$ cat src/rtl/wb_pkg.sv
// Shared types for the register-file writeback path.
// Entry layout is shared by the load buffer and the arbiter.
package wb_pkg;

  localparam int REG_ADDR_W = 5;
  localparam int NUM_REGS   = 32;
  localparam int DATA_W     = 32;

  localparam logic [REG_ADDR_W-1:0] REG_ZERO = '0;

  typedef struct packed {
    logic [REG_ADDR_W-1:0] rd;
    logic [DATA_W-1:0]     data;
  } wb_entry_t;

  typedef enum logic [1:0] {
    SRC_NONE,
    SRC_ALU,
    SRC_FIFO,
    SRC_PASS
  } wb_src_e;

  function automatic logic is_zero(
    input logic [REG_ADDR_W-1:0] rd
  );
    return rd == REG_ZERO;
  endfunction

endpackage

$ cat src/rtl/wb_load_fifo.sv
// Circular buffer holding load results that lost arbitration.
// Pointers wrap modulo DEPTH; count is fully registered.
module wb_load_fifo
  import wb_pkg::*;
#(
  parameter int DEPTH = 2,
  parameter int CW    = $clog2(DEPTH + 1)
) (
  input  logic            clk,
  input  logic            rst_n,
  input  logic            push,
  input  logic            pop,
  input  wb_entry_t       din,
  output wb_entry_t       head,
  output logic [CW-1:0]   count,
  output logic            full,
  output logic            empty
);

  localparam int PW = (DEPTH > 1) ? $clog2(DEPTH) : 1;

  wb_entry_t         mem [DEPTH];
  logic [PW-1:0]     wr_ptr;
  logic [PW-1:0]     rd_ptr;

  function automatic logic [PW-1:0] nxt(
    input logic [PW-1:0] p
  );
    return (p == PW'(DEPTH - 1)) ? '0 : p + 1'b1;
  endfunction

  assign head  = mem[rd_ptr];
  assign full  = (count == CW'(DEPTH));
  assign empty = (count == '0);

  always_ff @(posedge clk) begin
    if (push) mem[wr_ptr] <= din;
  end

  always_ff @(posedge clk or negedge rst_n) begin
    if (!rst_n) begin
      wr_ptr <= '0;
      rd_ptr <= '0;
      count  <= '0;
    end else begin
      if (push) wr_ptr <= nxt(wr_ptr);
      if (pop)  rd_ptr <= nxt(rd_ptr);
      if (push && !pop)
        count <= count + 1'b1;
      else if (pop && !push)
        count <= count - 1'b1;
    end
  end

endmodule

$ cat src/rtl/writeback_arbiter.sv
// Single register-file write port shared by ALU and load results,
// with a load buffer and a pending-load scoreboard.
module writeback_arbiter
  import wb_pkg::*;
#(
  parameter int XLEN  = 32,
  parameter int DEPTH = 2
) (
  input  logic                  clk,
  input  logic                  rst_n,
  input  logic                  alu_valid,
  input  logic [REG_ADDR_W-1:0] alu_rd,
  input  logic [XLEN-1:0]       alu_data,
  input  logic                  load_issue,
  input  logic [REG_ADDR_W-1:0] load_issue_rd,
  input  logic                  load_valid,
  output logic                  load_ready,
  input  logic [REG_ADDR_W-1:0] load_rd,
  input  logic [XLEN-1:0]       load_data,
  input  logic [REG_ADDR_W-1:0] rs1,
  input  logic [REG_ADDR_W-1:0] rs2,
  input  logic [REG_ADDR_W-1:0] rd_q,
  output logic                  rs1_busy,
  output logic                  rs2_busy,
  output logic                  rd_busy,
  output logic                  regWrite,
  output logic [REG_ADDR_W-1:0] waddress,
  output logic [XLEN-1:0]       wdata
);

  localparam int CW = $clog2(DEPTH + 1);

  wb_entry_t         head;
  wb_entry_t         in_load;
  wb_entry_t         sel;
  wb_src_e           src;
  logic [CW-1:0]     count;
  logic              full;
  logic              empty;
  logic              accept;
  logic              alu_win;
  logic              push;
  logic              pop;
  logic              wr_en;
  logic              out_load;
  logic [NUM_REGS-1:0] busy;
  logic [NUM_REGS-1:0] busy_nxt;

  assign load_ready = !full;
  assign accept     = load_valid && load_ready;
  assign alu_win    = alu_valid && !is_zero(alu_rd);

  assign in_load.rd   = load_rd;
  assign in_load.data = DATA_W'(load_data);

  always_comb begin
    src = SRC_NONE;
    unique case (1'b1)
      alu_win:                     src = SRC_ALU;
      !alu_win && !empty:          src = SRC_FIFO;
      !alu_win && empty && accept: src = SRC_PASS;
      default:                     src = SRC_NONE;
    endcase
  end

  always_comb begin
    sel = '0;
    unique case (src)
      SRC_ALU: begin
        sel.rd   = alu_rd;
        sel.data = DATA_W'(alu_data);
      end
      SRC_FIFO: sel = head;
      SRC_PASS: sel = in_load;
      default:  sel = '0;
    endcase
  end

  // A pass-through load is consumed directly and never enters the buffer.
  assign push  = accept && (src != SRC_PASS);
  assign pop   = (src == SRC_FIFO);
  assign wr_en = (src != SRC_NONE) && !is_zero(sel.rd);

  wb_load_fifo #(
    .DEPTH (DEPTH),
    .CW    (CW)
  ) u_fifo (
    .clk   (clk),
    .rst_n (rst_n),
    .push  (push),
    .pop   (pop),
    .din   (in_load),
    .head  (head),
    .count (count),
    .full  (full),
    .empty (empty)
  );

  always_ff @(posedge clk or negedge rst_n) begin
    if (!rst_n) begin
      regWrite <= 1'b0;
      waddress <= '0;
      wdata    <= '0;
      out_load <= 1'b0;
    end else begin
      regWrite <= wr_en;
      out_load <= wr_en && (src != SRC_ALU);
      if (wr_en) begin
        waddress <= sel.rd;
        wdata    <= XLEN'(sel.data);
      end
    end
  end

  // Clear lands with the regfile commit; a same-cycle reissue wins.
  always_comb begin
    busy_nxt = busy;
    if (regWrite && out_load)
      busy_nxt[waddress] = 1'b0;
    if (load_issue && !is_zero(load_issue_rd))
      busy_nxt[load_issue_rd] = 1'b1;
    busy_nxt[0] = 1'b0;
  end

  always_ff @(posedge clk or negedge rst_n) begin
    if (!rst_n)
      busy <= '0;
    else
      busy <= busy_nxt;
  end

  assign rs1_busy = busy[rs1];
  assign rs2_busy = busy[rs2];
  assign rd_busy  = busy[rd_q];

  logic unused_count;
  assign unused_count = ^count;

endmodule

$ cat config.mk
export PLATFORM = sky130hd
export DESIGN_NAME = writeback_arbiter
export DESIGN_NICKNAME = d
export VERILOG_FILES = /design/src/rtl/wb_pkg.sv /design/src/rtl/wb_load_fifo.sv /design/src/rtl/writeback_arbiter.sv
export SDC_FILE = /design/constraint.sdc
export NUM_CORES = 1
export LEC_CHECK = 0
export CORE_UTILIZATION = 40
export CTS_BUF_LIST = sky130_fd_sc_hd__clkbuf_4
export CTS_CLUSTER_DIAMETER = 60
export DETAILED_ROUTE_END_ITERATION = 8
export DONT_BUFFER_PORTS = 1
export PLACE_DENSITY_LB_ADDON = 0.15
export REMOVE_ABC_BUFFERS = 1
export SYNTH_ARGS = -nofsm -noshare
export SYNTH_HDL_FRONTEND = slang
export SYNTH_SLANG_ARGS = --single-unit
$ cat constraint.sdc
create_clock -name clk -period 3.05 [get_ports clk]
set_input_delay 0.61 -clock clk [delete_from_list [all_inputs] [get_ports clk]]
set_output_delay 0.61 -clock clk [all_outputs]
set_load 0.01 [all_outputs]
; Yosys cells after proc, flatten, opt, wreduce, memory -nomap -nowiden
; Memories as Yosys holds them, arrays and structs flattened.
; Cells that the tools add are included.
[totals]
word_cells = 77
latch_bits = 0
inputBits = 99
out_inout_bits = 42
regBits = 74
ram_bits = 74
memories = 1
romBits = 0
[memory_table]
columns = memory, words, word_bits, read_ports, rd_clocked_by_memory_dff, write_ports, line_no
row1 = u_fifo.mem, 2, 37, 1, 0, 1, wb_load_fifo.sv:22  ; wb_entry_t mem [DEPTH];
[classes]
reduce_logical = 28
multipliers = 0
n_shift = 0
eq_ne = 6
bitwise = 3
div_mod_pow = 0
n_lt_le_gt_ge = 7
n_addsub = 4
mux = 20
[op_table]
columns = cell, count
row1 = $pmux W37 S3, 1
row2 = $mux W32, 2
row3 = $and A32 B32 Y32, 1
row4 = $not A32 Y32, 1
row5 = $or A32 B32 Y32, 1
row6 = $lt A5 B6 Y1 const B, 5
row7 = $bmux W1 S5, 3
row8 = $logic_not A5 Y1, 3
row9 = $logic_and A1 B1 Y1, 14
row10 = $demux W1 S5, 2
row11 = $ge A5 B1 Y1 const B, 2
row12 = $mux W1, 9
row13 = $logic_not A1 Y1, 8
row14 = $eq A2 B2 Y1 const B, 3
row15 = $pmux W2 S3, 1
row16 = $mux W2, 2
row17 = $reduce_bool A2 Y1, 2
row18 = $add A1 B1 Y1 const B, 2
row19 = $add A2 B1 Y2 const B, 1
row20 = $eq A2 B1 Y1 const B, 1
row21 = $logic_not A2 Y1, 1
row22 = $ne A2 B1 Y1 const B, 1
row23 = $ne A2 B2 Y1 const B, 1
row24 = $sub A2 B1 Y2 const B, 1

; Longest topological paths before layout
; Gate-level depths: netlist of the first run.
[logic_depth]
ltp_word = 13
mapped_depth = 9
mapped_depth_nobuf = 9

; Hierarchy
; Synthesis of the first run repeated with hierarchy kept, for this count alone.
[hier_totals]
hier_cells = 566
area_unflattened_um2 = 7318.3
[modules_own_cells]
columns = mod, n_inst, area_each_um2, cells_each
row1 = writeback_arbiter, 1, 4379.2, 435
row2 = wb_load_fifo, 1, 2939.1, 131

; Worst setup path after synthesis of the first run
; OpenSTA, ideal clock, no wires.
[synth_timing]
path_kind = input to register
startpoint = input load_valid
endpoint = memory u_fifo.mem[0][0] (netlist bit) (enable)
t_arrival_ns = 2.981
required_ns = 2.619
path_slack_ns = -0.362
cell_stages = 4
path_buffers = 2
cell_sequence = clkbuf_1 > clkbuf_1 > o21ai_0 > nor2_1
[synth_between]
elab_chain_cells = 7
[synth_rtl]
columns = item, line_no
row1 = "start, declared", writeback_arbiter.sv:16  ; input logic load_valid,
row2 = $logic_and A1 B1 Y1 (*), writeback_arbiter.sv:50  ; assign accept = load_valid && load_ready;
row3 = $logic_and A1 B1 Y1, writeback_arbiter.sv:61  ; !alu_win && empty && accept: src = SRC_PASS;
row4 = $pmux W2 S3, writeback_arbiter.sv:58  ; unique case (1'b1)
row5 = $ne A2 B2 Y1, writeback_arbiter.sv:80  ; assign push = accept && (src != SRC_PASS);
row6 = $logic_and A1 B1 Y1 (*), writeback_arbiter.sv:80
row7 = $mux W1 (*), wb_load_fifo.sv:37  ; if (push) mem[wr_ptr] <= din;
row8 = $mux W1 (not written as such) (*), wb_load_fifo.sv:37
row9 = "end, declared", wb_load_fifo.sv:22
; Every way passes the cells marked *; elsewhere a longest branch is shown, timed or not.

; Final worst setup path of the first run
[layout_timing]
startpoint = register busy[11]
endpoint = output rs2_busy
[layout_between]
elab_chain_cells = 2
[layout_rtl]
columns = item, line_no
row1 = "start, declared", writeback_arbiter.sv:46  ; logic [NUM_REGS-1:0] busy;
row2 = "start signal, assigned", writeback_arbiter.sv:129  ; busy <= busy_nxt;
row3 = $bmux W1 S5, writeback_arbiter.sv:133  ; assign rs2_busy = busy[rs2];
row4 = $mux W1 (not written as such), writeback_arbiter.sv:133
row5 = "end, declared", writeback_arbiter.sv:24  ; output logic rs2_busy,
; No other way between the ends. The select of a mux whose other input is x is not followed.

==> results.cfg, run 1 <==
[setup_path]
critPathRequiredTime_ps = 2440
critPathKind = reg2out
r2r_cells = 6
cp_max_fo = 4
endpoint_kind = output port
worstPathArrival_ps = 2230
startpoint_type = register

[clocking]
cts_resized = 0
htreeDepth = 4
cts_sinks = 148
cts_made_buffers = 17
insertion_delay_ps = 530
clockBufferDepth = 2
cts_tree = built
cts-root-buf = clkbuf_4
clk_pin_slew_ps = 140

[drt]
via_count = 4616
wl_um = 16900
dr.pass1.iters = 4
drc_errors = 0
ant_nets = 0
wire_per_inst_um = 21.2
vias_per_cell = 5.78
drtIter0Drc = 221

[floorplan]
die_w_um = 137
initial_utilization = 0.414
ioPinCount = 141
rows = 48
die_h_um = 137
core_area_um2 = 17500
dieArea_um2 = 18700

[grt]
grt_antenna_before_repair = 1
grt_pass1_wl_um = 26200
gr-usage-all-layers = 0.190
grt_max_degree = 75
met1_usage = 0.239
grtUsageMet2 = 0.299
grtUsageMet3 = 0.0715
grt_pass1_vias = 4728
top_usage_layer = met2
grt.overflow.total = 0

[place]
io_buffer_count = 0
post_dp_cell_area_um2 = 7430
dp_cells = 763
pre_cts_ws_ps = 364
hpwl_um = 10900
place.gp.congestion = 0.867

[layout]
layout.core_utilization = 0.445
n_fill_cell = 1649
regArea_um2 = 4080
final_common_cell = o21ai_0
multi_input_area_um2 = 3030
finalNonFillerCells = 799
fin_nets = 659
layout-drive-gt1-share = 0.213
mostFrequentLayoutCells = o21ai_0, edfxtp_1, dfrtp_1
stdcell_area_um2 = 7810
area_growth_pct = 7.46

[sta]
fin_crit_sh = 0.931
whs_ps = 161
setup_violations = 0
rsz0062_at_grt = false
fmax_ghz = 0.352
timing.setup.tns_ps = 0
worstMarginPinSlew_ps = 1130
setup_ws_ps = 211
finClkSkew_ps = 20.4
slew_viol_final = 0
slew_headroom = 0.243
finalHoldViolCount = 0
fin_crit_ps = 2840

[logic_synthesis]
seq_area_frac_synth = 0.561
postSynthCellCount = 571
yosysWarnings = 0
synth_area_leader_cell = edfxtp_1
yosys.area.top_type_share = 0.306
synth_area_per_cell_um2 = 12.7
synth.distinct_cells = 38
synth_area_leaders = edfxtp_1, dfrtp_1, mux4_2
synth_area_um2 = 7260
ys_ff_latch = 148

[power_and_ir_drop]
power.total_mw = 7.13
leakagePower_nw = 2.95
p_per_area_nw_per_um2 = 913
vdd_drop_max_mv = 0.443

[worst_hold_path]
hold_depth = 0
min_path_type = in2reg

[outcome]
status = complete, no violations

[job]
maxCapViolations = 0
## synth_stat cells (all sizes together)
library cell and count:
o21ai 103, dfrtp 74, edfxtp 74, nand2 51
mux2 44, nor2 43, mux2i 37, clkbuf 33
a31oi 32, mux4 27, nand3b 8, nand3 5
buf 4, inv 4, or3 4, a21oi 3
or3b 3, xnor2 3, a22o 2, nand4b 2
xor2 2, a211o 1, a221o 1, a31o 1
and2 1, ha 1, nand2b 1, nand4 1
o211ai 1, o21a 1, o21bai 1, o31ai 1
or2 1, or4 1
## state kept, by name, indices dropped and copies added (netlist names)
register and cells:
u_fifo.count 2, u_fifo.wr_ptr 1, u_fifo.mem 74, wdata 32
regWrite 1, busy 31, u_fifo.rd_ptr 1, out_load 1
waddress 5
## layout make-up
class,instances,share of cell area
Antenna cell,2,0.000641
Timing Repair Buffer,6,0.00866
Clock inverter,12,0.0232
Clock buffer,20,0.0192
Multi-Input combinational cell,382,0.388
Sequential cell,148,0.522
Tap cell,225,0.0361
Inverter,4,0.00224
## routing by layer
layer	share of wire	vias to the layer above
met2	0.47	180
met4	0.012	0
li1	-	2125
met5	0	-
met3	0.088	18
met1	0.43	2293
## where the power goes
group          internal, mW  switching, mW
sequential             2.77          0.620
clock                 0.681          0.717
combinational          1.17           1.17
total                  4.62           2.50
## worst paths after layout
| check | start | end | slack [ps] |
|---|---|---|---|
| setup / recovery | busy[11] | rs2_busy | 210 |
| hold / removal | load_data[21] | u_fifo.mem[0][21] | 160 |
| setup reg to reg | u_fifo.count[0] | wdata[24] | 590 |
| hold reg to reg | u_fifo.wr_ptr | u_fifo.wr_ptr | 570 |
| max in group asynchronous | rst_n | wdata[20] | 2110 |
| min in group asynchronous | rst_n | waddress[4] | 620 |
## cells by family (layout without fill, tap and decap cells)
| kind of cell | after synthesis | in the layout | synth area share |
|---|---|---|---|
| other | 0 | 2 | 0 |
| AO/OA/AOI/OAI | 147 | 147 | 0.112 |
| multiplexers | 108 | 108 | 0.218 |
| XOR/XNOR | 5 | 5 | 0.00603 |
| buffers and inverters | 41 | 42 | 0.0257 |
| AND/OR/NAND/NOR | 121 | 121 | 0.0754 |
| adder cells (fa/ha/maj) | 1 | 1 | 0.00172 |
| flip-flops | 148 | 148 | 0.561 |
## worst max-delay path, cell delays in order, from the launching register on
cell and delay (ps):
dfrtp_1 430, mux4_2 500, mux4_2 470, mux2_2 300
## what timing repair did
action	in CTS	in global routing
endpoints found under the hold margin	74	0
buffers inserted	0	0
hold buffers	2	0
Note: power is estimated with default switching activity, not from simulation.
==> inputs of run 2 (changes only) <==
--- a/config.mk
+++ b/config.mk
@@ -6,7 +6,6 @@
 export NUM_CORES = 1
 export LEC_CHECK = 0
 export CORE_UTILIZATION = 40
-export CTS_BUF_LIST = sky130_fd_sc_hd__clkbuf_4
 export CTS_CLUSTER_DIAMETER = 60
 export DETAILED_ROUTE_END_ITERATION = 8
 export DONT_BUFFER_PORTS = 1
==> run 2 against run 1 <==
  * Cell count decreased by 0.38%
  * Clock power increased by 54%
  * Setup slack improved by 130 ps
  * Highest routed layer unchanged
==> results.cfg, run 2 (synthesized netlist as in run 1, its figures left out) <==
[layout]
final_common_cell = o21ai_0
finalNonFillerCells = 796
diodes = 0
layout-drive-gt1-share = 0.208
reg_top3 = u_fifo.mem: 74 flops, wdata: 32 flops, busy: 31 flops
area_growth_pct = 11.1
top_register = u_fifo.mem
fin_nets = 658
largest_reg_flops = 74
mostFrequentLayoutCells = o21ai_0, edfxtp_1, dfrtp_1

[drt]
via_count = 4638
wl_um = 17000
wire_per_inst_um = 21.4
drc_errors = 0
ant_nets = 0
dr.pass1.iters = 6
drtIter0Drc = 216
vias_per_cell = 5.83

[setup_path]
worstPathArrival_ps = 2100
critPathRequiredTime_ps = 2440
endpoint_kind = output port
cp_max_fo = 4
crit_family = multiplexers
critPathKind = reg2out
cp_num_buf_inv = 0
max_stage_delay_ps = 490
cp_common_cell = mux4_2
slowest_stage = mux4_2
startpoint_type = register
crit_chain = mux4_2, mux4_2, mux2_2

[grt]
grt.overflow.total = 0
grtUsageMet2 = 0.304
grtUsageMet3 = 0.0644
grt_pass1_wl_um = 26300
grt_pass1_vias = 4695
gr-usage-all-layers = 0.190
met1_usage = 0.239
grt_max_degree = 75
grt_antenna_before_repair = 0
top_usage_layer = met2

[floorplan]
ioPinCount = 141
rows = 48
die_h_um = 137
core_area_um2 = 17500
die_w_um = 137
dieArea_um2 = 18700
initial_utilization = 0.414

[clocking]
cts_made_buffers = 17
cts_tree = built
clk_pin_slew_ps = 60
htreeDepth = 4
cts_sinks = 148
clockBufferDepth = 2
cts-root-buf = clkbuf_16
insertion_delay_ps = 420

[power_and_ir_drop]
p_seq_frac = 0.431
p_per_area_nw_per_um2 = 978
power.total_mw = 7.90
internal-power_mw = 5.29
leakagePower_nw = 3.06
pwr-share-clk = 0.273
p_sw_mw = 2.61
swShare = 0.330
vdd_drop_max_mv = 0.449
combPwrFrac = 0.296

[sta]
fin_crit_ps = 2710
rsz0062_at_grt = false
finalHoldViolCount = 0
setup_violations = 0
fin_crit_sh = 0.889
finClkSkew_ps = 9.30
slew_headroom = 0.244
worstMarginPinSlew_ps = 1130
fmax_ghz = 0.369
slew_viol_final = 0

[place]
hpwl_um = 10900
place.gp.congestion = 0.867
dp_cells = 763
io_buffer_count = 0

[job]
maxCapViolations = 0

[outcome]
status = complete, no violations

[worst_hold_path]
min_path_type = in2async
==> run 2: worst paths after layout <==
check / startpoint / slack [ps] / endpoint / cells after the start
max in group asynchronous: rst_n / 2650 / wdata[13] / 1
min in group clk: load_data[21] / 280 / u_fifo.mem[0][21] / 0
worst min-delay path: rst_n / 90 / u_fifo.count[1] / 1
worst max register to register: u_fifo.count[0] / 600 / wdata[24] / 6
worst min register to register: u_fifo.wr_ptr / 560 / u_fifo.wr_ptr / 1
worst max-delay path: busy[28] / 340 / rs2_busy / 3
==> run 2: timing repair <==
item / CTS / global route
endpoints found under the hold margin: 74 / 0
buffers inserted: 0 / 0
gates resized for setup: 0 / 0
hold buffers: 1 / 0
==> run 2: metrics by stage <==
stage	setup TNS, ps	hold slack, ps	area (µm²)	worst slack [ps]	util
2_1_floorplan	-39160	314	7100	-956	-
3_3_place_gp	0	317	7430	404	0.424
3_5_place_dp	0	318	7430	364	0.424
4_1_cts	0	90.9	8070	322	0.460
5_1_grt	0	99.0	8070	279	0.460
6_report	0	89.7	8070	338	0.460
==> run 2: metal layers <==
layer	routed length (µm)	part of all wire
met5	0	0
met4	269	0.016
met3	1390	0.081
met2	8030	0.47
met1	7340	0.43
==> run 2: area by class of cell <==
class	instances	area [µm²]
clock buffers	21	462
clock inverters	11	151
fillers	1621	9460
inverters	4	17.5
multi-input cells	382	3030
flip-flops and latches	148	4080
well taps	225	282
repair buffers	5	57.6
==> run 2: power by group through the flow <==
| stage | Combinational (mW) | Clock (mW) | Sequential (mW) |
|---|---|---|---|
| after floorplan | 1.80 | 0 | 3.32 |
| after global placement | 2.28 | 0 | 3.41 |
| after detailed placement | 2.33 | 0 | 3.43 |
| after CTS | 2.37 | 2.20 | 3.41 |
| after global routing | 2.59 | 2.29 | 3.49 |
| final | 2.33 | 2.16 | 3.41 |
==> inputs of run 3 (changes only) <==
--- a/config.mk
+++ b/config.mk
@@ -9,6 +9,7 @@
 export CTS_CLUSTER_DIAMETER = 60
 export DETAILED_ROUTE_END_ITERATION = 8
 export DONT_BUFFER_PORTS = 1
+export HOLD_SLACK_MARGIN = 0.1
 export PLACE_DENSITY_LB_ADDON = 0.15
 export REMOVE_ABC_BUFFERS = 1
 export SYNTH_ARGS = -nofsm -noshare
==> run 3 against run 2 <==
  * Global-route usage did not move
  * Clock power about the same
  * Cell count grew 0.13%
  * Cell area rose by 0.12%
  * Largest power group unchanged
==> results.cfg, run 3 (synthesized netlist as in run 1, its figures left out) <==
[drt]
wl_um = 17000
drtIter0Drc = 214
dr.pass1.iters = 7
drc_errors = 0
ant_nets = 0
via_count = 4639
vias_per_cell = 5.82
wire_per_inst_um = 21.4

[layout]
final_common_cell = o21ai_0
reg_top3 = u_fifo.mem: 74 flops, wdata: 32 flops, busy: 31 flops
layout-drive-gt1-share = 0.208
mostFrequentLayoutCells = o21ai_0, edfxtp_1, dfrtp_1
finalNonFillerCells = 797
top_register = u_fifo.mem
area_growth_pct = 11.3
layout.core_utilization = 0.461
largest_reg_flops = 74
fin_nets = 659
diodes = 0

[sta]
worstMarginPinSlew_ps = 1130
finClkSkew_ps = 10.6
slew_viol_final = 0
setup_violations = 0
fin_crit_ps = 2710
setup_ws_ps = 344
fmax_ghz = 0.370
finalHoldViolCount = 0
timing.setup.tns_ps = 0
rsz0062_at_grt = false
fin_crit_sh = 0.887
slew_headroom = 0.242

[place]
hpwl_um = 10900
io_buffer_count = 0
place.gp.congestion = 0.867
dp_cells = 763
pre_cts_ws_ps = 364

[clocking]
cts_resized = 0
cts_setup_buffers = 0
htreeDepth = 4
insertion_delay_ps = 420
cts-root-buf = clkbuf_16
cts_sinks = 148
clk_pin_slew_ps = 60
clockBufferDepth = 2
cts_tree = built
cts_made_buffers = 17

[grt]
grt_pass1_wl_um = 26300
grt_max_degree = 75
grt.overflow.total = 0
grt_antenna_before_repair = 0
gr-usage-all-layers = 0.190
grt_pass1_vias = 4695

[power_and_ir_drop]
vdd_drop_max_mv = 0.451
power.total_mw = 7.90
leakagePower_nw = 3.07
p_per_area_nw_per_um2 = 977

[setup_path]
startpoint_type = register
worstPathArrival_ps = 2100
critPathRequiredTime_ps = 2440
cp_max_fo = 4
critPathKind = reg2out
endpoint_kind = output port

[worst_hold_path]
min_path_type = in2reg

[floorplan]
dieArea_um2 = 18700
ioPinCount = 141
initial_utilization = 0.414
core_area_um2 = 17500
die_h_um = 137
die_w_um = 137
rows = 48

[job]
maxCapViolations = 0

[outcome]
status = complete, no violations
[run 3: cell types whose count changed in the layout (fill, tap and decap cells not counted)]
cell	previous run	this run
dlygate4sd3_1	0	1
[run 3: per-stage QoR]
step	instance area (µm²)	hold slack, ps
floorplan	7100	314
global placement	7430	317
detailed placement	7430	318
CTS	8080	263
global route	8080	257
finish	8080	283
[run 3: path summary, 6_finish.rpt]
kind                                       from                 to  slack [ps]  depth (start not counted)
worst min-delay path              load_data[21]  u_fifo.mem[0][21]         280                          0
worst min register to register    u_fifo.wr_ptr      u_fifo.wr_ptr         560                          1
max in group asynchronous                 rst_n           busy[31]        1990                          2
worst max register to register  u_fifo.count[0]          wdata[24]         600                          6
worst max-delay path                   busy[28]           rs2_busy         340                          3
min in group asynchronous                 rst_n    u_fifo.count[1]         750                          2
[run 3: power breakdown]
| group | internal, mW | switching [mW] | total [mW] |
|---|---|---|---|
| registers | 2.78 | 0.623 | 3.41 |
| clock network | 1.34 | 0.814 | 2.15 |
| logic | 1.17 | 1.17 | 2.34 |
| total | 5.29 | 2.60 | 7.90 |
[run 3: area by class of cell]
| cell class | instances | area, µm² |
|---|---|---|
| Fill cell | 1620 | 9450 |
| Clock buffer | 21 | 462 |
| Tap cell | 225 | 282 |
| Clock inverter | 11 | 151 |
| Inverter | 4 | 17.5 |
| Multi-Input combinational cell | 382 | 3030 |
| Timing Repair Buffer | 6 | 67.6 |
| Sequential cell | 148 | 4080 |
[run 3: critical path: stages (launching register included)]
cell     delay, ps
dfrtp_1        410
mux4_2         480
mux4_2         490
mux2_2         310
[run 3: per-layer routing]
layer / up-vias / GRT usage / wire (µm)
met5: - / 0 / 0
met4: 0 / 0.0667 / 264
met3: 18 / 0.0644 / 1450
met2: 184 / 0.304 / 8020
met1: 2315 / 0.239 / 7280
li1: 2122 / - / -
[run 3: timing repair]
action,4_1_cts,5_1_grt
hold buffers,2,0
endpoints found under the hold margin,74,0
endpoints found under the setup margin,0,0
